<file path="src/rtl/fp16_acc_seq.sv">
// Run sequencer for one fp16_acc instance: streams cfg_len operands into the
// accumulator, waits out its pipeline, captures the sum and clears it for the next run.
module fp16_acc_seq #(
  parameter int unsigned LEN_W   = 8,
  parameter int unsigned ACC_LAT = 2
) (
  input  logic             clk,
  input  logic             rst_n,
  input  logic             start,
  input  logic [LEN_W-1:0] cfg_len,
  input  logic             abort,
  output logic             busy,
  input  logic             op_valid,
  input  logic [15:0]      op_data,
  output logic             op_ready,
  output logic [15:0]      acc_in_a,
  output logic             acc_accum_done,
  input  logic [15:0]      acc_out_sum,
  output logic             res_valid,
  output logic [15:0]      res_data,
  input  logic             res_ready
);

  localparam int unsigned DW = 16;

  typedef enum logic [2:0] {
    S_IDLE,
    S_FEED,
    S_DRAIN,
    S_CLEAR,
    S_HOLD
  } state_e;

  state_e           state_q, state_d;
  logic [LEN_W-1:0] len_q, len_d;
  logic [LEN_W-1:0] cnt_q, cnt_d;
  logic [LEN_W-1:0] drain_q, drain_d;
  logic             aborted_q, aborted_d;
  logic             busy_q, busy_d;
  logic             op_ready_q, op_ready_d;
  logic             acc_accum_done_q, acc_accum_done_d;
  logic             res_valid_q, res_valid_d;
  logic [DW-1:0]    acc_in_a_q, acc_in_a_d;
  logic [DW-1:0]    res_data_q, res_data_d;
  logic             accept_c;

  // Next-state and registered-output decode
  always_comb begin
    state_d    = state_q;
    len_d      = len_q;
    cnt_d      = cnt_q;
    drain_d    = drain_q;
    aborted_d  = aborted_q;
    res_data_d = res_data_q;
    acc_in_a_d = '0;
    accept_c   = op_valid & op_ready_q;

    case (state_q)
      S_IDLE: begin
        if (start && !abort) begin
          if (cfg_len != '0) begin
            len_d   = cfg_len;
            cnt_d   = '0;
            state_d = S_FEED;
          end else begin
            res_data_d = '0;
            state_d    = S_HOLD;
          end
        end
      end
      S_FEED: begin
        if (abort) begin
          aborted_d = 1'b1;
          state_d   = S_CLEAR;
        end else if (accept_c) begin
          acc_in_a_d = op_data;
          cnt_d      = cnt_q + LEN_W'(1);
          if (cnt_q + LEN_W'(1) == len_q) begin
            drain_d = '0;
            state_d = S_DRAIN;
          end
        end
      end
      S_DRAIN: begin
        // Sum is final ACC_LAT cycles after the last operand sits on acc_in_a
        if (abort) begin
          aborted_d = 1'b1;
          state_d   = S_CLEAR;
        end else if (drain_q == LEN_W'(ACC_LAT)) begin
          res_data_d = acc_out_sum;
          state_d    = S_CLEAR;
        end else begin
          drain_d = drain_q + LEN_W'(1);
        end
      end
      S_CLEAR: begin
        aborted_d = 1'b0;
        state_d   = aborted_q ? S_IDLE : S_HOLD;
      end
      S_HOLD: begin
        if (abort || res_ready) begin
          state_d = S_IDLE;
        end
      end
      default: state_d = S_IDLE;
    endcase

    busy_d           = (state_d != S_IDLE);
    op_ready_d       = (state_d == S_FEED);
    acc_accum_done_d = (state_d == S_CLEAR);
    res_valid_d      = (state_d == S_HOLD);
  end

  // State and output registers
  always_ff @(posedge clk or negedge rst_n) begin
    if (!rst_n) begin
      state_q          <= S_IDLE;
      len_q            <= '0;
      cnt_q            <= '0;
      drain_q          <= '0;
      aborted_q        <= 1'b0;
      busy_q           <= 1'b0;
      op_ready_q       <= 1'b0;
      acc_accum_done_q <= 1'b0;
      res_valid_q      <= 1'b0;
      acc_in_a_q       <= '0;
      res_data_q       <= '0;
    end else begin
      state_q          <= state_d;
      len_q            <= len_d;
      cnt_q            <= cnt_d;
      drain_q          <= drain_d;
      aborted_q        <= aborted_d;
      busy_q           <= busy_d;
      op_ready_q       <= op_ready_d;
      acc_accum_done_q <= acc_accum_done_d;
      res_valid_q      <= res_valid_d;
      acc_in_a_q       <= acc_in_a_d;
      res_data_q       <= res_data_d;
    end
  end

  assign busy           = busy_q;
  assign op_ready       = op_ready_q;
  assign acc_in_a       = acc_in_a_q;
  assign acc_accum_done = acc_accum_done_q;
  assign res_valid      = res_valid_q;
  assign res_data       = res_data_q;

endmodule

</file>
<file path="config.mk">
export PLATFORM = sky130hd
export DESIGN_NAME = fp16_acc_seq
export DESIGN_NICKNAME = d
export VERILOG_FILES = /design/src/rtl/fp16_acc_seq.sv
export SDC_FILE = /design/constraint.sdc
export NUM_CORES = 1
export LEC_CHECK = 0
export ABC_AREA = 0
export BUFFER_PORTS_ARGS = -buffer_cell sky130_fd_sc_hd__buf_4
export CAP_MARGIN = 10
export CORE_ASPECT_RATIO = 1.4
export CORE_MARGIN = 4
export CORE_UTILIZATION = 40
export DETAILED_ROUTE_END_ITERATION = 7
export GPL_ROUTABILITY_DRIVEN = 0
export SETUP_SLACK_MARGIN = 0.5
export SLEW_MARGIN = 20
export SYNTH_ARGS = -nofsm -noshare
export SYNTH_HDL_FRONTEND = slang
export SYNTH_SLANG_ARGS = --single-unit
export TNS_END_PERCENT = 20
</file>
<file path="constraint.sdc">
create_clock -name clk -period 4.8 [get_ports clk]
set_input_delay 0.96 -clock clk [delete_from_list [all_inputs] [get_ports clk]]
set_output_delay 0.96 -clock clk [all_outputs]
set_load 0.01 [all_outputs]
</file>
# Yosys cells after proc, flatten, opt, wreduce, memory -nomap -nowiden
# Cells that the tools add are included.
# word_totals
regBits	64
latch_bits	0
ramBits	0
romBits	0
input_bits	46
output_inout_bits	36
elab_cells	80
n_memories	0
# op_classes
n_addsub	2
multipliers	0
div	0
n_lt_le_gt_ge	0
n_eq_ne	19
shifts	0
mux	31
n_bitwise	1
reduce_logical	16
# ops
operator	count
$mux 16	7
$mux 8	9
$pmux 16 s2	1
$pmux 8 s2	2
$mux 3	9
$ne 2x2->1 const B	9
$add 8x1->8 const B	2
$pmux 3 s5	1
$reduce_and 5->1	2
$eq 3x2->1 const B	3
$eq 8x2->1 const B	1
$eq 8x8->1	1
$reduce_bool 2->1	4
$reduce_bool 8->1	1
$eq 3x1->1 const B	2
$eq 3x3->1 const B	2
$reduce_and 6->1	1
$logic_not 3->1	1
$reduce_and 3->1	1
$reduce_bool 3->1	1
$ne 2x1->1 const B	1
$pmux 1 s2	1
$reduce_and 2->1	1
$reduce_or 2->1	1
other kinds (5)	5

# Logic depth before layout (Yosys ltp)
# depth
ltp_word	7
depth_mapped	9
mapped_depth_nobuf	7

# Worst setup path after synthesis
# No wires, ideal clock.
# synth_timing
path_type	input -> register
start	input port cfg_len[5]
end	register res_data_q[10], in the netlist res_data[10]
setup_time_ns	0.121
arrival_time_ns	2.463
t_required_ns	4.679
path_slack_ns	2.216
cell_stages	7
path_cell_list	or4_1 > nor2_1 > nor4_1 > or3_1 > buf_2 > buf_6 > a22o_1
# synth_between
elab_chain_cells	3
# synth_rtl
item	line_no	rtl
start: declaration	10	input logic [LEN_W-1:0] cfg_len,
$reduce_bool 8->1	61	if (cfg_len != '0) begin
$ne 2x2->1 (no source line)	n/a	
$reduce_and 5->1 (no source line)	n/a	
end signal: assignment	139	res_data_q <= res_data_d;
end: declaration	44	logic [DW-1:0] res_data_q, res_data_d;
# Every way passes these cells.
# A chain may end at the register's enable or synchronous reset.

# Worst setup path after layout
# layout_timing
start	input port start
end	register len_q[5]
# layout_between
elab_chain_cells	2
# layout_rtl
item	line_no	rtl
start: declaration	9	input logic start,
$logic_and 1x1->1	60	if (start && !abort) begin
$reduce_and 3->1 (no source line)	n/a	
end signal: assignment	130	len_q <= len_d;
end: declaration	35	logic [LEN_W-1:0] len_q, len_d;
# Every way passes these cells.

==> impl_metrics.json <==
{
  "synth_fa_ha_area_frac": 0.01304,
  "cts-htree-levels": 3,
  "postCtsHoldBufs": 0,
  "pwr_density_cell_nw_per_um2": 478.7,
  "fp.dieW_um": 79.69,
  "power_switching_mw": 0.5810,
  "use_met3": 0.03750,
  "use_met2": 0.2646,
  "die_area_um2": 8635,
  "cts_setup_buffers": 0,
  "syn_to_final_growth_pct": 30.30,
  "synth_area_um2": 2878,
  "placed_area_um2": 3543,
  "fin_crit_ns": 2.694,
  "clock_skew_ns": 0.01049,
  "drtPass1Iterations": 4,
  "synth_top_family_by_area": "simple AND/OR/NAND/NOR gates",
  "ant_nets": 0,
  "viasPerCell": 5.170,
  "grt-busiest-layer": "met2",
  "rsz0062_at_grt": "false",
  "p_sw_frac": 0.3237,
  "die_y_um": 108.4,
  "vias": 2218,
  "n_fill_cell": 655,
  "layout.nets": 378,
  "root_buffer": "clkbuf_8",
  "grt_pass1_wl_um": 10660,
  "ys_seq_area_frac": 0.5565,
  "critPathMaxFanout": 11,
  "antenna_found_initial": 0,
  "regArea_um2": 1602,
  "setup_tns_ns": 0,
  "synth_nets": 299,
  "coreArea_um2": 6982,
  "first_iter_violations": 113,
  "n_antenna_cell": 0,
  "clock.fmax_mhz": 371.1,
  "irDropWorstVdd_v": 0.0003343,
  "finalWirelength_um": 6708,
  "synth_top_area_frac": 0.5565,
  "io_pins": 82,
  "ys_types": 50,
  "postLayoutCellArea_um2": 3750,
  "synthFlopType": "dfrtp_1",
  "maxSlewHeadroom": 0.3938,
  "drv_cap": 0,
  "combPwrFrac": 0.298,
  "status": "finished clean",
  "fp-row-count": 36,
  "initial_utilization": 0.4122,
  "synth-compound-area-share": 0.1626,
  "tritoncts": "built",
  "ctsLongestPathBuffers": 2,
  "leakage_nw": 1.749,
  "synthSimpleGateAreaFrac": 0.1730,
  "cts_resized": 0,
  "grt_max_degree": 65,
  "cp-start-kind": "input pin",
  "yosysTopAreaCell": "dfrtp_1",
  "synth-xor-area-share": 0.03957,
  "worst-setup-path-type": "in -> reg",
  "post-route-util": 0.5371,
  "pwr-share-seq": 0.438,
  "io_buffers": 81,
  "fin_crit_sh": 0.5613,
  "hold_viol_final": 0,
  "setup_viol": 0,
  "yosys-top-cells-area": "dfrtp_1 56%, a22o_1 5.2%, and2_1 3.9%",
  "grt_overflow": 0,
  "multi_input_area_um2": 1210,
  "clkTransAtPathRegs_ns": 0.07,
  "worst_slack_ns": 2.106,
  "cts_buffers": 9,
  "muxShareOfSynthArea": 0.03130,
  "finalMaxSlewViolations": 0,
  "cp.arrival_ns": 2.92,
  "synth_async_sr_flop_share": 1.000,
  "use_met1": 0.1984,
  "synth_edf_count": 0,
  "intPower_mw": 1.214,
  "syn_inst": 250,
  "dp_slack_ns": 1.712,
  "syn_area_per_cell_um2": 11.51,
  "p_clk_frac": 0.264,
  "cts_num_sinks": 64,
  "drcViolationCount": 0,
  "hpwl_um": 4762,
  "ys_ff_latch": 64,
  "hp-class": "reg -> reg",
  "yosysWarnings": 0,
  "grt.total_usage": 0.1609,
  "critPathCaptureType": "flip-flop",
  "final_layout_size_suffix_gt1_frac": 0.3323,
  "cp.required_ns": 5.02,
  "routedWlPerCell_um": 15.64,
  "grt_pass1_vias": 2171,
  "tightest_slew_ns": 0.8975,
  "insertion_delay_ns": 0.34
}
[worst paths after layout]
kind | start | cells after the start | end | slack (ns)
worst max-delay path | start | 5 | len_q[5] | 2.11
worst min-delay path | cnt_q[7] | 1 | cnt_q[7] | 0.51
worst max register to register | state_q[2] | 4 | len_q[5] | 2.11
worst min register to register | cnt_q[7] | 1 | cnt_q[7] | 0.51
max in group asynchronous | rst_n | 1 | res_data[2] | 3.56
min in group asynchronous | rst_n | 1 | acc_accum_done | 0.71
[flip-flops by register name (all words and copies together), names as in the netlist]
signal          flops
op_ready            1
aborted_q           1
acc_in_a           16
len_q               8
state_q             3
cnt_q               8
drain_q             8
busy                1
res_valid           1
acc_accum_done      1
res_data           16
[final cells by class]
class / count / share of cell area
multi-input combinational: 171 / 0.3227
clock inverter: 6 / 0.01768
sequential: 64 / 0.4271
timing repair buffer: 81 / 0.1622
clock buffer: 10 / 0.03670
inverter: 2 / 0.002002
tap: 95 / 0.03170
[cell usage after synthesis, drive strengths merged (2+ instances only)]
library cell and instances:
o32ai 2, buf 4, nand2b 3, xor2 5
or4 3, or3 3, nand4 4, mux2 8
clkbuf 9, nor2 17, nor2b 2, and2 18
inv 2, dfrtp 64, nand2 12, nor4 4
o31ai 4, a21o 2, nor3b 2, nand3b 2
ha 3, a22o 17, a21oi 7, o211ai 3
nor4b 2, o41ai 2, nand3 4, xnor2 8
o21ai 14, nor3 3
[cells by family after synthesis]
family,after synthesis
fa+ha+maj,3
mux,8
compound gates,62
simple gates,85
flops,64
xor+xnor,13
buf+inv,15
[per-layer routing]
layer	vias up	wire (um)
met1	1069	2778
met2	55	3508
met3	18	253
met5	-	0
met4	0	167
li1	1076	-
[power by group through the flow]
stage / Combinational (mW) / Sequential, mW / Clock [mW]
2_1_floorplan: 0.333 / 0.786 / 0
3_3_place_gp: 0.532 / 0.790 / 0
3_5_place_dp: 0.542 / 0.794 / 0
4_1_cts: 0.544 / 0.784 / 0.486
5_1_grt: 0.591 / 0.805 / 0.510
6_report: 0.535 / 0.786 / 0.474
[worst max-delay path: stages]
cell     delay [ns]
buf_4          0.07
nor4b_1        0.47
o21ai_0        0.26
nor2_1         0.73
mux2_2         0.42
[cells in the final DEF (no fill, tap or decap), drive strengths merged, types with 4 or more instances in the layout]
cell type	instances
dfrtp	64
a22o	17
and2	18
mux2	8
a21oi	7
nand2	12
nor2	17
nor4	4
nand3	4
xnor2	8
o31ai	4
xor2	5
buf	81
nand4	4
clkbuf	10
o21ai	14
[through the flow]
stage,cells,power [mW],hold WS [ns]
final,429,1.795,0.5074
after global placement,413,1.323,0.4903
after detailed placement,413,1.335,0.4959
after global routing,429,1.906,0.5203
after floorplan,250,1.118,0.4682
after CTS,429,1.815,0.5052
Note: power is estimated with default switching activity, not from simulation.
